$ cat config.mk
export PLATFORM = sky130hd
export DESIGN_NAME = tm1638_frame_seq_flat
export DESIGN_NICKNAME = d
export VERILOG_FILES = /design/src/rtl/tm1638_pkg.sv /design/src/rtl/tm1638_frame_seq_if.sv /design/src/rtl/tm1638_word_mux.sv /design/src/rtl/tm1638_frame_seq.sv /design/src/flat_wrapper.sv
export SDC_FILE = /design/constraint.sdc
export NUM_CORES = 1
export LEC_CHECK = 0
export ABC_AREA = 1
export BUFFER_PORTS_ARGS = -buffer_cell sky130_fd_sc_hd__clkbuf_2
export CORE_MARGIN = 2
export CORE_UTILIZATION = 40
export CTS_CLUSTER_SIZE = 8
export DETAILED_ROUTE_END_ITERATION = 16
export SYNTH_ARGS = -nofsm -noshare
export SYNTH_HDL_FRONTEND = slang
export SYNTH_SLANG_ARGS = --single-unit
export TNS_END_PERCENT = 20
$ cat constraint.sdc
create_clock -name i_Clk -period 7.73 [get_ports i_Clk]
set_input_delay 1.546 -clock i_Clk [delete_from_list [all_inputs] [get_ports i_Clk]]
set_output_delay 1.546 -clock i_Clk [all_outputs]
set_load 0.02 [all_outputs]
$ cat src/rtl/tm1638_pkg.sv
// Shared TM1638 definitions: word layout, command bytes, frame length,
// sequencer state encoding and the display snapshot record.
package tm1638_pkg;

  localparam int WORD_W       = 18;
  localparam int HAS_DATA_BIT = 16;
  localparam int CMD_LSB      = 8;
  localparam int DATA_LSB     = 0;

  localparam logic [7:0] CMD_WRITE_FIXED = 8'h44;
  localparam logic [7:0] CMD_ADDR        = 8'hC0;
  localparam logic [7:0] CMD_DISP        = 8'h80;

  localparam int FRAME_WORDS = 18;
  localparam int WORD_IDX_W  = 5;

  // Encoding is also used when decoding diagnostic state captures.
  typedef enum logic [2:0] {
    ST_IDLE      = 3'd0,
    ST_LOAD      = 3'd1,
    ST_ISSUE     = 3'd2,
    ST_WAIT_ACK  = 3'd3,
    ST_WAIT_DONE = 3'd4,
    ST_DONE      = 3'd5
  } state_e;

  typedef struct packed {
    logic [63:0] digits;
    logic [7:0]  leds;
    logic [2:0]  brightness;
    logic        display_on;
  } snapshot_t;

  // Assemble one word; the data byte is forced to zero for command-only words.
  function automatic logic [WORD_W-1:0] make_word(input logic       has_data,
                                                  input logic [7:0] cmd,
                                                  input logic [7:0] data);
    logic [WORD_W-1:0] w;
    w                   = '0;
    w[HAS_DATA_BIT]     = has_data;
    w[CMD_LSB +: 8]     = cmd;
    w[DATA_LSB +: 8]    = has_data ? data : 8'h00;
    return w;
  endfunction

endpackage

$ cat src/rtl/tm1638_frame_seq_if.sv
// Word link between the frame sequencer (master) and the serialiser (slave).
interface tm1638_frame_seq_if;
  import tm1638_pkg::*;

  logic              busy;
  logic              data_ready;
  logic [WORD_W-1:0] data;

  modport master (input busy, output data_ready, output data);
  modport slave  (output busy, input data_ready, input data);
endinterface

$ cat src/rtl/tm1638_word_mux.sv
// Maps a word index plus a display snapshot onto the 18-bit frame word.
module tm1638_word_mux
  import tm1638_pkg::*;
(
  input  logic [WORD_IDX_W-1:0] i_Word_Idx,
  input  snapshot_t             i_Snap,
  output logic [WORD_W-1:0]     o_Word
);

  // Data byte for each display address: even addresses carry a digit,
  // odd addresses carry one LED in bit 0.
  logic [7:0] addr_data [16];

  for (genvar gi = 0; gi < 16; gi++) begin : g_addr
    if (gi % 2 == 0) begin : g_digit
      assign addr_data[gi] = i_Snap.digits[8*(gi/2) +: 8];
    end else begin : g_led
      assign addr_data[gi] = {7'b0, i_Snap.leds[gi/2]};
    end
  end

  logic [3:0] addr;

  // Select the header, one of the 16 address words, or the display-control trailer.
  always_comb begin
    addr   = 4'(i_Word_Idx - WORD_IDX_W'(1));
    o_Word = '0;
    if (i_Word_Idx == '0) begin
      o_Word = make_word(1'b0, CMD_WRITE_FIXED, 8'h00);
    end else if (i_Word_Idx <= WORD_IDX_W'(16)) begin
      o_Word = make_word(1'b1, CMD_ADDR | {4'b0, addr}, addr_data[addr]);
    end else if (i_Word_Idx == WORD_IDX_W'(FRAME_WORDS - 1)) begin
      o_Word = make_word(1'b0, CMD_DISP | {4'b0, i_Snap.display_on, i_Snap.brightness}, 8'h00);
    end
  end

endmodule

$ cat src/rtl/tm1638_frame_seq.sv
// Snapshots the display inputs and streams one 18-word TM1638 refresh frame
// to the serialiser, one word per busy handshake. Frames start on request,
// on a collapsed pending request, or from the optional refresh timer.
module tm1638_frame_seq
  import tm1638_pkg::*;
#(
  parameter int REFRESH_CYCLES = 0
) (
  input  logic               i_Clk,
  input  logic               i_Rst,
  input  logic               i_Update,
  input  logic [63:0]        i_Digits,
  input  logic [7:0]         i_Leds,
  input  logic [2:0]         i_Brightness,
  input  logic               i_Display_On,
  tm1638_frame_seq_if.master spi_link,
  output logic               o_Frame_Busy,
  output logic               o_Frame_Done
);

  // The timer is reloaded in LOAD and expires at zero, so the reload value
  // is two less than the period to give exactly REFRESH_CYCLES between LOADs.
  localparam bit AUTO_REFRESH = (REFRESH_CYCLES > 0);
  localparam int TIMER_W      = (REFRESH_CYCLES > 2) ? $clog2(REFRESH_CYCLES) : 1;
  localparam int RELOAD_INT   = (REFRESH_CYCLES > 1) ? REFRESH_CYCLES - 2 : 0;
  localparam logic [TIMER_W-1:0] RELOAD = TIMER_W'(RELOAD_INT);

  state_e                  state_q, state_d;
  logic [WORD_IDX_W-1:0]   word_idx_q, word_idx_d;
  logic                    pending_q, pending_d;
  logic [TIMER_W-1:0]      timer_q, timer_d;
  snapshot_t               snap_q, snap_d;

  logic                    timer_expired;
  logic                    trigger;
  logic                    last_word;
  logic [WORD_W-1:0]       word;

  // Expiry is ignored in LOAD because the timer reloads there.
  assign timer_expired = AUTO_REFRESH && (timer_q == '0) && (state_q != ST_LOAD);
  assign trigger       = i_Update || pending_q || timer_expired;
  assign last_word     = (word_idx_q == WORD_IDX_W'(FRAME_WORDS - 1));

  tm1638_word_mux u_word_mux (
    .i_Word_Idx (word_idx_q),
    .i_Snap     (snap_q),
    .o_Word     (word)
  );

  // State and datapath registers.
  always_ff @(posedge i_Clk or posedge i_Rst) begin
    if (i_Rst) begin
      state_q    <= ST_IDLE;
      word_idx_q <= '0;
      pending_q  <= 1'b0;
      timer_q    <= '0;
      snap_q     <= '0;
    end else begin
      state_q    <= state_d;
      word_idx_q <= word_idx_d;
      pending_q  <= pending_d;
      timer_q    <= timer_d;
      snap_q     <= snap_d;
    end
  end

  // Next-state logic for the frame handshake.
  always_comb begin
    state_d = state_q;
    unique case (state_q)
      ST_IDLE:      if (trigger) state_d = ST_LOAD;
      ST_LOAD:      state_d = ST_ISSUE;
      ST_ISSUE:     if (!spi_link.busy) state_d = ST_WAIT_ACK;
      ST_WAIT_ACK:  if (spi_link.busy) state_d = ST_WAIT_DONE;
      ST_WAIT_DONE: if (!spi_link.busy) state_d = last_word ? ST_DONE : ST_ISSUE;
      ST_DONE:      state_d = ST_IDLE;
      default:      state_d = ST_IDLE;
    endcase
  end

  // Word index, pending request, refresh timer and input snapshot.
  always_comb begin
    word_idx_d = word_idx_q;
    pending_d  = pending_q;
    timer_d    = timer_q;
    snap_d     = snap_q;

    if (state_q == ST_LOAD) begin
      word_idx_d = '0;
    end else if (state_q == ST_WAIT_DONE && !spi_link.busy && !last_word) begin
      word_idx_d = word_idx_q + WORD_IDX_W'(1);
    end

    // Requests outside IDLE collapse into a single pending frame; leaving
    // IDLE for LOAD consumes it.
    if (state_q == ST_IDLE) begin
      if (trigger) pending_d = 1'b0;
    end else if (i_Update || timer_expired) begin
      pending_d = 1'b1;
    end

    if (!AUTO_REFRESH) begin
      timer_d = '0;
    end else if (state_q == ST_LOAD) begin
      timer_d = RELOAD;
    end else if (timer_q != '0) begin
      timer_d = timer_q - TIMER_W'(1);
    end

    if (state_q == ST_LOAD) begin
      snap_d.digits     = i_Digits;
      snap_d.leds       = i_Leds;
      snap_d.brightness = i_Brightness;
      snap_d.display_on = i_Display_On;
    end
  end

  // Outputs: the word is only presented while a word transfer is in flight.
  always_comb begin
    spi_link.data_ready = (state_q == ST_ISSUE) && !spi_link.busy;
    spi_link.data       = '0;
    if (state_q == ST_ISSUE || state_q == ST_WAIT_ACK || state_q == ST_WAIT_DONE) begin
      spi_link.data = word;
    end
    o_Frame_Busy = (state_q != ST_IDLE);
    o_Frame_Done = (state_q == ST_DONE);
  end

endmodule

$ cat src/flat_wrapper.sv
// flat-port wrapper written by rule: the top's interface ports become plain ports
module tm1638_frame_seq_flat import tm1638_pkg::*;
#(
  parameter int REFRESH_CYCLES = 0
)
  (i_Clk, i_Rst, i_Update, i_Digits, i_Leds, i_Brightness, i_Display_On, o_Frame_Busy, o_Frame_Done, spi_link_busy, spi_link_data_ready, spi_link_data);
  tm1638_frame_seq_if spi_link_i ();
  input  logic i_Clk;
  input  logic i_Rst;
  input  logic i_Update;
  input  logic [63:0] i_Digits;
  input  logic [7:0] i_Leds;
  input  logic [2:0] i_Brightness;
  input  logic i_Display_On;
  output logic o_Frame_Busy;
  output logic o_Frame_Done;
  input wire logic [$bits(spi_link_i.busy)-1:0] spi_link_busy;
  output wire logic [$bits(spi_link_i.data_ready)-1:0] spi_link_data_ready;
  output wire logic [$bits(spi_link_i.data)-1:0] spi_link_data;
  assign spi_link_i.busy = spi_link_busy;
  assign spi_link_data_ready = spi_link_i.data_ready;
  assign spi_link_data = spi_link_i.data;
  tm1638_frame_seq #(.REFRESH_CYCLES(REFRESH_CYCLES)) u_core (.i_Clk(i_Clk), .i_Rst(i_Rst), .i_Update(i_Update), .i_Digits(i_Digits), .i_Leds(i_Leds), .i_Brightness(i_Brightness), .i_Display_On(i_Display_On), .spi_link(spi_link_i), .o_Frame_Busy(o_Frame_Busy), .o_Frame_Done(o_Frame_Done));
endmodule
==> impl_metrics.tcl <==
set metrics [dict create \
    outcome "completed" \
    critPathKind "flip-flop to output pin" \
    dp_slack_ps 3573 \
    fin_crit_ps 4553 \
    ant_nets 0 \
    row_count 38 \
    io_pins 101 \
    avgViaCountPerCell 4.665 \
    overflow 0 \
    multi_input_area_mm2 0.001997 \
    first_pass_iters 4 \
    drv_cap 0 \
    ir_drop_mv 0.2588 \
    syn-cell-area_mm2 0.004477 \
    start_util_pct 41.12 \
    clkTransAtPathRegs_ps 90 \
    grt_pass1_wl_um 18320 \
    regArea_mm2 0.002127 \
    rsz0062_at_grt "false" \
    wl_um 11160 \
    yosysMostFrequentCell "nand2_1" \
    diodes 0 \
    yosysUniqueCellTypes 32 \
    synthCells 618 \
    period_share_pct 58.91 \
    ys_seq_area_share_pct 47.51 \
    die_x_um 109.8 \
    nNetsFinal 786 \
    slew_viol_final 0 \
    crit_path_end_kind "output pin" \
    setup_slack_ps 3177 \
    min_path_type "flip-flop to flip-flop" \
    die_area_mm2 0.01205 \
    place_congestion 0.8521 \
    numPortBuffers 97 \
    cts_root_buffer "clkbuf_8" \
    cp_max_fo 14 \
    tightest_slew_ps 1075 \
    yosys.area.top_type "dfrtp_1" \
    drive_above_1_share_pct 19.57 \
    ys_async_sr_fraction_pct 100.0 \
    synth_top_area_share_pct 47.51 \
    die_y_um 109.8 \
    ys_ff_latch 85 \
    grt_pass1_vias 3780 \
    num_vias 3942 \
    final-hold-violation-count 0 \
    post_cts_buffers 0 \
    synth_enable_flop_cells 0 \
    cts_buffers 9 \
    cts_tree "built" \
    htree_levels 3 \
    ys.flop_type "dfrtp_1" \
    tns_ps 0 \
    area_delta_synth_final_pct 14.98 \
    grt_start_max_net_pins 86 \
    fin_skew_ps 8.087 \
    core_mm2 0.01089 \
    cellPowerDensity_mw_per_mm2 434.6 \
    postCtsHoldBufs 0 \
    fmax_mhz 219.6 \
    syn_area_per_cell_um2 7.244 \
    cts.sinks 85 \
    cts_max_path_buffers 2 \
    synth_top_cells_by_area "dfrtp_1 (48%), nand2_1 (28%), o21ai_0 (3.2%), nand3_1 (2.9%), nor2_1 (2.9%)" \
    setup_viol 0 \
    cp.arrival_ps 3010 \
    worstSetupStartpointType "flip-flop" \
    grtUsageTotal_pct 19.69 \
    cts_resized 0 \
    antenna_found_initial 0 \
    dpl.hpwl_um 7643 \
    cp_data_required_time_ps 6180 \
    drc 0 \
    slew_headroom_pct 28.32 \
    fillers 1126 \
    clock_latency_ps 360 \
    wire_per_inst_um 13.21 \
    drtIter0Drc 257 \
    leakage_uw 0.002936 \
    ys_top_cells_by_count "nand2_1 (335), dfrtp_1 (85), nor2_1 (34)" \
    yosys_warnings 0 \
]
[state kept, by name, indices dropped and copies added, names as in the netlist]
name,cells
u_core.snap_q,76
u_core.state_q,3
u_core.pending_q,1
u_core.word_idx_q,5
[cell families after synthesis]
group	Yosys count	synth area share [%]
other	1	0.08377
adder cells (fa/ha/maj)	5	1.397
buffers and inverters	68	8.105
XOR/XNOR	3	0.5870
AND/OR/NAND/NOR	416	37.76
flip-flops	85	47.51
AO/OA/AOI/OAI	40	4.556
[final cells by class]
| type | instances | share of cell area, % |
|---|---|---|
| sequential | 85 | 41.32 |
| tap | 140 | 3.403 |
| clock buffer | 11 | 2.747 |
| multi-input combinational | 467 | 38.79 |
| timing repair buffer | 101 | 10.01 |
| clock inverter | 4 | 0.9480 |
| inverter | 37 | 2.771 |
[metrics by stage]
stage               hold slack [ps]  total power [µW]  utilization, %  cells  cell area (µm²)
detailed placement            464.6              1936           45.53    830             4957
finish                        481.7              2237           47.28    845             5147
CTS                           486.9              2255           47.28    845             5147
global route                  505.4              2458           47.28    845             5147
floorplan                     443.6              1694               -    620             4484
global placement              461.8              1918           45.53    830             4957
[worst max-delay path, cell delays in order (launching register included)]
cell and delay, ps:
dfrtp_1 530, inv_1 440, ha_1 250, inv_1 60, nor2_1 150, inv_1 60
ha_1 230, inv_1 190, nand3_4 140, nor2_8 150, nand2_1 80, nor2_1 160
clkbuf_2 200
[report_power, final]
group | internal [µW] | switching (µW)
clock | 156 | 159
combinational | 356 | 789
sequential | 657 | 120
total | 1170 | 1070
[cell usage in the layout (no fill, tap or decap), types with 2 or more instances in the layout]
cell and n:
o21ai_1 7, conb_1 3, nand3_1 26, nand2_1 334, inv_2 3, nor2_2 2
clkbuf_8 10, inv_1 32, buf_4 4, xor2_1 3, dfrtp_1 85, clkbuf_2 97
nand4_1 2, nand2_2 8, a21oi_1 2, o21ai_0 29, ha_1 5, nand3_2 3
nor2_1 34, clkinv_2 3
[path summary, 6_finish.rpt]
path                                       from  cells after the start                    to  slack, ps
min                           u_core.snap_q[28]                      2     u_core.snap_q[28]        480
max in group asynchronous                 i_Rst                      3     u_core.state_q[2]       5550
max                        u_core.word_idx_q[0]                     12      spi_link_data[7]       3180
max reg2reg                   u_core.state_q[1]                      7  u_core.word_idx_q[4]       5650
min in group asynchronous                 i_Rst                      3     u_core.snap_q[23]       1510
min reg2reg                   u_core.snap_q[28]                      2     u_core.snap_q[28]        480
[metal layers]
layer	global-route usage, %	up-vias	wire length (µm)
met5	0	-	0
met4	6.510	0	181
met3	3.794	17	626
met2	31.24	101	5082
met1	27.03	1782	5268
li1	-	2042	-
Power figures use the tool's default switching activity.
